==> config.mk <==
export PLATFORM = sky130hd
export DESIGN_NAME = clsim_gen_flat
export DESIGN_NICKNAME = d
export VERILOG_FILES = /design/src/rtl/clsim_gen_if.sv /design/src/rtl/clsim_gen.sv /design/src/flat_wrapper.sv
export SDC_FILE = /design/constraint.sdc
export NUM_CORES = 1
export LEC_CHECK = 0
export ABC_AREA = 1
export BUFFER_PORTS_ARGS = -buffer_cell sky130_fd_sc_hd__buf_2
export CAP_MARGIN = 10
export CELL_PAD_IN_SITES_DETAIL_PLACEMENT = 1
export CELL_PAD_IN_SITES_GLOBAL_PLACEMENT = 1
export CORE_ASPECT_RATIO = 0.6
export CORE_UTILIZATION = 39
export CTS_CLUSTER_DIAMETER = 60
export CTS_CLUSTER_SIZE = 30
export DETAILED_ROUTE_END_ITERATION = 10
export PLACE_DENSITY_LB_ADDON = 0.1
export REMOVE_ABC_BUFFERS = 1
export SLEW_MARGIN = 20
export SYNTH_ARGS = -nofsm -noshare
export SYNTH_HDL_FRONTEND = slang
export SYNTH_SLANG_ARGS = --single-unit
==> constraint.sdc <==
create_clock -name cl_z_pclk -period 3.8 [get_ports cl_z_pclk]
set_input_delay 0.19 -clock cl_z_pclk [delete_from_list [all_inputs] [get_ports cl_z_pclk]]
set_output_delay 0.19 -clock cl_z_pclk [all_outputs]
set_load 0.1 [all_outputs]
==> src/rtl/clsim_gen_if.sv <==
`default_nettype none
// ============================================================================
// Module   : clsim_gen_if
// Purpose  : Camera Link framing and pixel bus between camera and grabber.
// Revision : 1.0 - initial release
// ============================================================================
interface clsim_gen_if #(
  parameter int N_TAP = 10
) ();
  logic               cl_fval;
  logic               cl_z_lval;
  logic [8*N_TAP-1:0] cl_port;

  modport master (output cl_fval, output cl_z_lval, output cl_port);
  modport slave  (input  cl_fval, input  cl_z_lval, input  cl_port);
endinterface
`default_nettype wire

==> src/rtl/clsim_gen.sv <==
`default_nettype none
// ============================================================================
// Module   : clsim_gen
// Purpose  : Camera Link camera simulator: FVAL/LVAL framing, test patterns,
//            run/stop control and frame-count-limited bursts.
// Revision : 1.0 - initial release
// ============================================================================
module clsim_gen #(
  parameter int N_TAP    = 10,
  parameter int N_COL    = 780,
  parameter int N_ROW    = 1080,
  parameter int FVAL_LOW = 40,
  parameter int LVAL_LOW = 7,
  parameter int FCNT_W   = 20
) (
  input  wire                 reset,
  input  wire                 cl_z_pclk,
  input  wire                 run,
  input  wire  [1:0]          pattern,
  input  wire  [15:0]         n_frames,
  clsim_gen_if.master         cl,
  output logic [FCNT_W-1:0]   frame_count,
  output logic                done
);

  localparam int CW   = (N_COL > 1) ? $clog2(N_COL) : 1;
  localparam int RW   = (N_ROW > 1) ? $clog2(N_ROW) : 1;
  localparam int GMAX = (FVAL_LOW > LVAL_LOW) ? FVAL_LOW : LVAL_LOW;
  localparam int GW   = (GMAX > 1) ? $clog2(GMAX) : 1;

  localparam logic [CW-1:0] c_COL_LAST  = CW'(N_COL - 1);
  localparam logic [RW-1:0] c_ROW_LAST  = RW'(N_ROW - 1);
  localparam logic [GW-1:0] c_FGAP_LAST = GW'(FVAL_LOW - 1);
  localparam logic [GW-1:0] c_LGAP_LAST = GW'(LVAL_LOW - 1);

  localparam logic [1:0] c_PAT_TOGGLE = 2'd0;
  localparam logic [1:0] c_PAT_RAMP   = 2'd1;
  localparam logic [1:0] c_PAT_STAMP  = 2'd2;
  localparam logic [1:0] c_PAT_CONST  = 2'd3;

  typedef enum logic [2:0] {
    S_IDLE = 3'd0,
    S_FGAP = 3'd1,
    S_LINE = 3'd2,
    S_LGAP = 3'd3,
    S_DONE = 3'd4
  } state_t;

  state_t             r_state;
  logic [GW-1:0]      r_gap;
  logic [CW-1:0]      r_col;
  logic [RW-1:0]      r_row;
  logic [15:0]        r_burst;
  logic [1:0]         r_pat;
  logic               r_tgl;
  logic               r_fval;
  logic               r_lval;
  logic               r_done;
  logic [FCNT_W-1:0]  r_fcnt;
  logic [8*N_TAP-1:0] r_port;

  logic [CW-1:0]      w_col_inc;
  logic [RW-1:0]      w_row_inc;
  logic [15:0]        w_burst_inc;
  logic [FCNT_W-1:0]  w_fcnt_inc;

  assign w_col_inc   = r_col + 1'b1;
  assign w_row_inc   = r_row + 1'b1;
  assign w_burst_inc = r_burst + 1'b1;
  assign w_fcnt_inc  = r_fcnt + 1'b1;

  // Pixel word for the cycle being registered; arguments are next-cycle values.
  function automatic logic [8*N_TAP-1:0] f_pixels(
    input logic [1:0]        pat,
    input logic              lval,
    input logic [CW-1:0]     col,
    input logic [RW-1:0]     row,
    input logic [FCNT_W-1:0] fc,
    input logic              tgl
  );
    logic [8*N_TAP-1:0] px;
    logic [7:0]         seed;
    px = '0;
    for (int k = 0; k < N_TAP; k++) begin
      seed = 8'(8'h0A + k);
      if (pat == c_PAT_TOGGLE) begin
        px[8*k +: 8] = seed ^ {3'b000, tgl, 4'b0000};
      end else if (lval) begin
        case (pat)
          c_PAT_RAMP:  px[8*k +: 8] = 8'(32'(col) * N_TAP + k);
          c_PAT_STAMP: begin
            if (k == 0)      px[8*k +: 8] = 8'(row);
            else if (k == 1) px[8*k +: 8] = 8'(fc);
            else             px[8*k +: 8] = 8'(32'(col) + k);
          end
          default:     px[8*k +: 8] = 8'(8'hA5 ^ k);
        endcase
      end
    end
    return px;
  endfunction

  always_ff @(posedge cl_z_pclk or posedge reset) begin
    if (reset) begin
      r_state <= S_IDLE;
      r_gap   <= '0;
      r_col   <= '0;
      r_row   <= '0;
      r_burst <= '0;
      r_pat   <= c_PAT_TOGGLE;
      r_tgl   <= 1'b0;
      r_fval  <= 1'b0;
      r_lval  <= 1'b0;
      r_done  <= 1'b0;
      r_fcnt  <= '0;
      r_port  <= f_pixels(c_PAT_TOGGLE, 1'b0, '0, '0, '0, 1'b0);
    end else begin
      r_tgl  <= ~r_tgl;
      r_port <= f_pixels(r_pat, 1'b0, r_col, r_row, r_fcnt, ~r_tgl);
      case (r_state)
        S_IDLE: begin
          if (run) begin
            r_state <= S_FGAP;
            r_gap   <= '0;
            r_burst <= '0;
          end
        end
        S_FGAP: begin
          if (!run) begin
            r_state <= S_IDLE;
          end else if (r_gap == c_FGAP_LAST) begin
            r_state <= S_LINE;
            r_fval  <= 1'b1;
            r_lval  <= 1'b1;
            r_col   <= '0;
            r_row   <= '0;
            r_fcnt  <= w_fcnt_inc;
            r_pat   <= pattern;
            r_port  <= f_pixels(pattern, 1'b1, '0, '0, w_fcnt_inc, ~r_tgl);
          end else begin
            r_gap <= r_gap + 1'b1;
          end
        end
        S_LINE: begin
          if (r_col == c_COL_LAST) begin
            r_lval <= 1'b0;
            if (r_row != c_ROW_LAST) begin
              r_state <= S_LGAP;
              r_gap   <= '0;
            end else begin
              // Frame complete: the burst limit outranks run.
              r_fval  <= 1'b0;
              r_burst <= w_burst_inc;
              if ((n_frames != '0) && (w_burst_inc == n_frames)) begin
                r_state <= S_DONE;
                r_done  <= 1'b1;
              end else if (run) begin
                r_state <= S_FGAP;
                r_gap   <= '0;
              end else begin
                r_state <= S_IDLE;
              end
            end
          end else begin
            r_col  <= w_col_inc;
            r_port <= f_pixels(r_pat, 1'b1, w_col_inc, r_row, r_fcnt, ~r_tgl);
          end
        end
        S_LGAP: begin
          if (r_gap == c_LGAP_LAST) begin
            r_state <= S_LINE;
            r_row   <= w_row_inc;
            r_col   <= '0;
            r_lval  <= 1'b1;
            r_port  <= f_pixels(r_pat, 1'b1, '0, w_row_inc, r_fcnt, ~r_tgl);
          end else begin
            r_gap <= r_gap + 1'b1;
          end
        end
        S_DONE: begin
          if (!run) begin
            r_done  <= 1'b0;
            r_state <= S_IDLE;
          end
        end
        default: r_state <= S_IDLE;
      endcase
    end
  end

  assign cl.cl_fval   = r_fval;
  assign cl.cl_z_lval = r_lval;
  assign cl.cl_port   = r_port;
  assign frame_count  = r_fcnt;
  assign done         = r_done;

endmodule
`default_nettype wire

==> src/flat_wrapper.sv <==
// flat-port wrapper written by rule: the top's interface ports become plain ports
module clsim_gen_flat 
#(
  parameter int N_TAP    = 10,
  parameter int N_COL    = 780,
  parameter int N_ROW    = 1080,
  parameter int FVAL_LOW = 40,
  parameter int LVAL_LOW = 7,
  parameter int FCNT_W   = 20
)
  (reset, cl_z_pclk, run, pattern, n_frames, frame_count, done, cl_cl_fval, cl_cl_z_lval, cl_cl_port);
  clsim_gen_if #(.N_TAP(N_TAP)) cl_i ();
  input  wire reset;
  input  wire cl_z_pclk;
  input  wire run;
  input  wire  [1:0] pattern;
  input  wire  [15:0] n_frames;
  output logic [FCNT_W-1:0] frame_count;
  output logic done;
  output wire logic [$bits(cl_i.cl_fval)-1:0] cl_cl_fval;
  output wire logic [$bits(cl_i.cl_z_lval)-1:0] cl_cl_z_lval;
  output wire logic [$bits(cl_i.cl_port)-1:0] cl_cl_port;
  assign cl_cl_fval = cl_i.cl_fval;
  assign cl_cl_z_lval = cl_i.cl_z_lval;
  assign cl_cl_port = cl_i.cl_port;
  clsim_gen #(.N_TAP(N_TAP), .N_COL(N_COL), .N_ROW(N_ROW), .FVAL_LOW(FVAL_LOW), .LVAL_LOW(LVAL_LOW), .FCNT_W(FCNT_W)) u_core (.reset(reset), .cl_z_pclk(cl_z_pclk), .run(run), .pattern(pattern), .n_frames(n_frames), .cl(cl_i), .frame_count(frame_count), .done(done));
endmodule
==> impl_summary.txt <==
----------------------------------------------------
[Power]
  Register share of total power ... 0.269
  Overall power after layout ... 7.22 mW
  Clock share of power ... 0.240
  Switching power summed over all nets ... 3.67 mW
  Leakage power ... 5.36 nW
  Internal power ... 3.54 mW
  Worst VDD drop ... 639 µV
  Power per standard cell area ... 659 mW/mm²
  Switching power share of the total ... 0.509
  Comb power frac ... 0.491

[Setup path]
  Reg-to-reg slack, setup ... 0.30 ns
  Endpoint of the worst register-to-register path ... u_core.cl.cl_port[63]
  Critical path endpoint category ... flop
  Buffer and inverter count on the worst path ... 1
  Worst Path Max Fanout ... 12
  Worst endpoint data arrival time ... 3.82 ns
  Worst Setup Path Type ... reg2reg
  Ordered list of cells on the worst path ... inv_1 > ha_1 > nor2_1 > nor2_1 > ha_1 > fa_1 > or2_2 > nand2_1 > nor2_1 > nand3b_1 > nand3_1 > nand3_1 > nand2_1 > nand2_1
  Worst path required time ... 4.12 ns
  Number of cells on the worst reg-to-reg path ... 14
  Largest delay share family, worst path ... simple AND/OR/NAND/NOR gates
  Worst reg2reg path startpoint ... u_core.r_col[0]
  Critical path startpoint category ... flop
  Slowest cell delay on critical path ... 0.57 ns
  Max stage delay cell, worst path ... dfrtp_1

[Global routing]
  Overflow after GRT ... 0
  Total GRT Usage ... 0.291
  Antenna violations before repair ... 0
  Vias in the first global route ... 9525
  First-pass GRT wire length ... 54.8 mm
  Maximum number of pins on one net before global-route repair ... 79

[Flow run]
  Number of violations of the max-capacitance limit ... 0

[Clock tree]
  Later-pin clock latency in the skew report ... 0.45 ns
  Clock transition time at the flip-flop clock pins of the worst setup and hold paths ... 0.07 ns
  Number of buffers between clock root and the deepest sink ... 2
  Master cell of the clock root buffer ... clkbuf_16
  H-tree level count ... 4
  Hold-fix buffers, CTS ... 1
  TritonCTS Sinks ... 142
  Count of instances resized after the clock tree is built ... 0
  Post-CTS setup buffers ... 0
  CTS tree ... yes
  TritonCTS buffer count ... 17

[Timing]
  Final hold vios ... 0
  Minimum clock period after layout ... 3.50 ns
  Unrepaired setup endpoints after global routing ... no
  Post-layout worst setup margin ... 0.297 ns
  Slew at the pin closest to its max-slew limit ... 0.807 ns
  Maximum clock rate ... 285 MHz
  Setup-violating endpoint count in the final report ... 0
  Relative slew margins ... 0.457
  Worst hold slack across all endpoints ... 0.101 ns
  Setup skew after layout ... 0.0117 ns
  Final slew viol count ... 0
  Crit share post-route ... 0.922

[Floorplanning]
  DIE WIDTH ... 203 µm
  Site row count ... 43
  Starting utilization of the core area ... 0.403
  Floorplan die height ... 122 µm
  Core area ... 0.0234 mm²
  Die outline area ... 0.0248 mm²
  Number of primary I/O pins ... 124

[Hold path]
  Worst hold path stage count ... 3
  Kind of path behind the tightest hold check ... in2reg
  Hold EP ... u_core.r_pat[1]
  Critical hold path startpoint ... pattern[1]

[Yosys]
  Sequential-to-total area share from yosys stat ... 0.380
  Fraction of post-synthesis cell area in the top cell type by area ... 0.324
  Yosys cell types ... 59
  Post-synthesis instance area ... 0.00942 mm²
  Instance count of the mapped netlist ... 1290
  Most area-consuming cells after synthesis ... dfrtp_1 (32%), nand2_1 (12%), nand3_1 (6.6%)
  Synthesis-stage register bit count ... 142
  Total of warnings raised by yosys ... 0
  Library cell with the largest summed area after synthesis ... dfrtp_1
  Synth Area per Inst ... 7.30 µm²

[Detailed routing]
  Total vias in the final route ... 9610
  Via density per instance ... 5.55
  Average detailed-routed wire length per instance ... 20.1 µm
  Number of optimization iterations in the first detailed-route pass ... 7
  Count of unresolved DRC violations after routing ... 0
  1st-iter DRT viols ... 700
  Final wirelength ... 34.9 mm
  Count of nets left with antenna violations after detail routing ... 0

[Layout]
  Synthesis-to-finish area growth ... 16.3%
  Number of inserted diodes ... 0
  Nets@finish ... 1461
  Filler-free cell count of the finished design ... 1733
  Layout cells sized above 1 ... 0.186

[Place]
  Number of placed cells counting well taps ... 1700
  Number of port buffers ... 123
  Half-perimeter wire length of the detailed placement result ... 27.0 mm
  Pre-CTS setup slack ... 0.350 ns
  Routability congestion estimate ... 0.942

[Run status]
  Status ... finished clean

----------------------------------------------------
==> cells by family after synthesis <==
kind of cell,synth area share
xor gates and xnor gates,0.0278
and+or+nand+nor,0.314
DFF,0.380
buffers and inverters,0.0890
AOI/OAI and AO/OA,0.142
adders and majority gates,0.0473
==> sequential cells by signal, summed over array words and instances (netlist names) <==
name	count
u_core.r_state	3
u_core.done	1
u_core.r_pat	2
u_core.cl.cl_fval	1
u_core.r_col	10
u_core.r_gap	6
u_core.cl.cl_port	70
u_core.r_tgl	1
u_core.cl.cl_z_lval	1
u_core.frame_count	20
u_core.r_row	11
u_core.r_burst	16
==> cell usage after synthesis, drive strengths merged <==
cell and number:
ha 34, a21boi 1, o2111ai 2, o31ai 5, buf 24, xnor2 8, o21ai 114, a21oi 57
a22oi 1, a211oi 2, dfrtp 122, a31oi 5, or3 1, o32ai 1, nor2 121, inv 154
nand4 27, o41ai 2, fa 1, nand3b 5, o311ai 1, o211ai 12, o221ai 7, nor4 4
nand2 322, or2 3, o21bai 1, nor3b 1, o22ai 21, nor3 33, clkinv 3, nand3 127
xor2 21, clkbuf 25, dfstp 20, a22o 2
==> how the worst max path moves through the flow <==
stage                                  endpoint  slack (ns)       startpoint  cells after the start
after global routing      u_core.cl.cl_port[46]        0.03  u_core.r_col[0]                     12
after detailed placement  u_core.cl.cl_port[63]        0.35  u_core.r_col[0]                     14
after CTS                 u_core.cl.cl_port[63]        0.34  u_core.r_col[0]                     14
after floorplan               u_core.cl.cl_fval       -0.17            reset                      1
after global placement     u_core.cl.cl_port[6]        0.54  u_core.r_col[0]                     13
final                     u_core.cl.cl_port[63]        0.30  u_core.r_col[0]                     14
==> layout by cell type, fill, tap and decap left out, drive strengths merged, types with 27 or more instances in the layout <==
master / Yosys / layout
ha: 34 / 34
o21ai: 114 / 114
dfrtp: 122 / 122
nor3: 33 / 33
nand4: 27 / 27
nand2: 322 / 322
nor2: 121 / 121
buf: 24 / 144
inv: 154 / 158
a21oi: 57 / 57
nand3: 127 / 127
==> metrics by stage <==
| stage | cell area, µm² | TNS [ns] | utilization |
|---|---|---|---|
| 5_1_grt | 11000 | 0 | 0.468 |
| 3_5_place_dp | 10400 | 0 | 0.443 |
| 6_report | 11000 | 0 | 0.468 |
| 2_1_floorplan | 9180 | -20.31 | - |
| 4_1_cts | 11000 | 0 | 0.468 |
| 3_3_place_gp | 10400 | 0 | 0.443 |
==> power by group through the flow <==
stage               registers (mW)  logic [mW]  clock network, mW
floorplan                     2.76        1.66                  0
global placement              1.95        3.43                  0
detailed placement            1.96        3.47                  0
CTS                           1.94        3.50               1.76
global route                  1.97        3.83               1.82
finish                        1.94        3.55               1.73
==> metal layers <==
layer	share of wire	vias up	GRT usage
met4	0.0086	0	0.0522
met3	0.057	28	0.0574
met2	0.41	254	0.411
met5	0	-	0
li1	-	4526	-
met1	0.53	4802	0.453
==> worst reg2reg max path, stage by stage, from the launching register on <==
cell      delay [ns]
dfrtp_1         0.57
inv_1           0.11
ha_1            0.45
nor2_1          0.33
nor2_1          0.09
ha_1            0.24
fa_1            0.39
or2_2           0.28
nand2_1         0.25
nor2_1          0.11
nand3b_1        0.18
nand3_1         0.16
nand3_1         0.09
nand2_1         0.07
nand2_1         0.05
==> cell type report <==
type	instances	area, µm²
Fill cell	3007	12400
Multi-Input combinational cell	942	5000
Sequential cell	142	3580
Timing Repair Buffer	145	796
Inverter	157	597
Clock buffer	17	425
Tap cell	315	394
Clock inverter	15	164
Note: power is estimated with default switching activity, not from simulation.
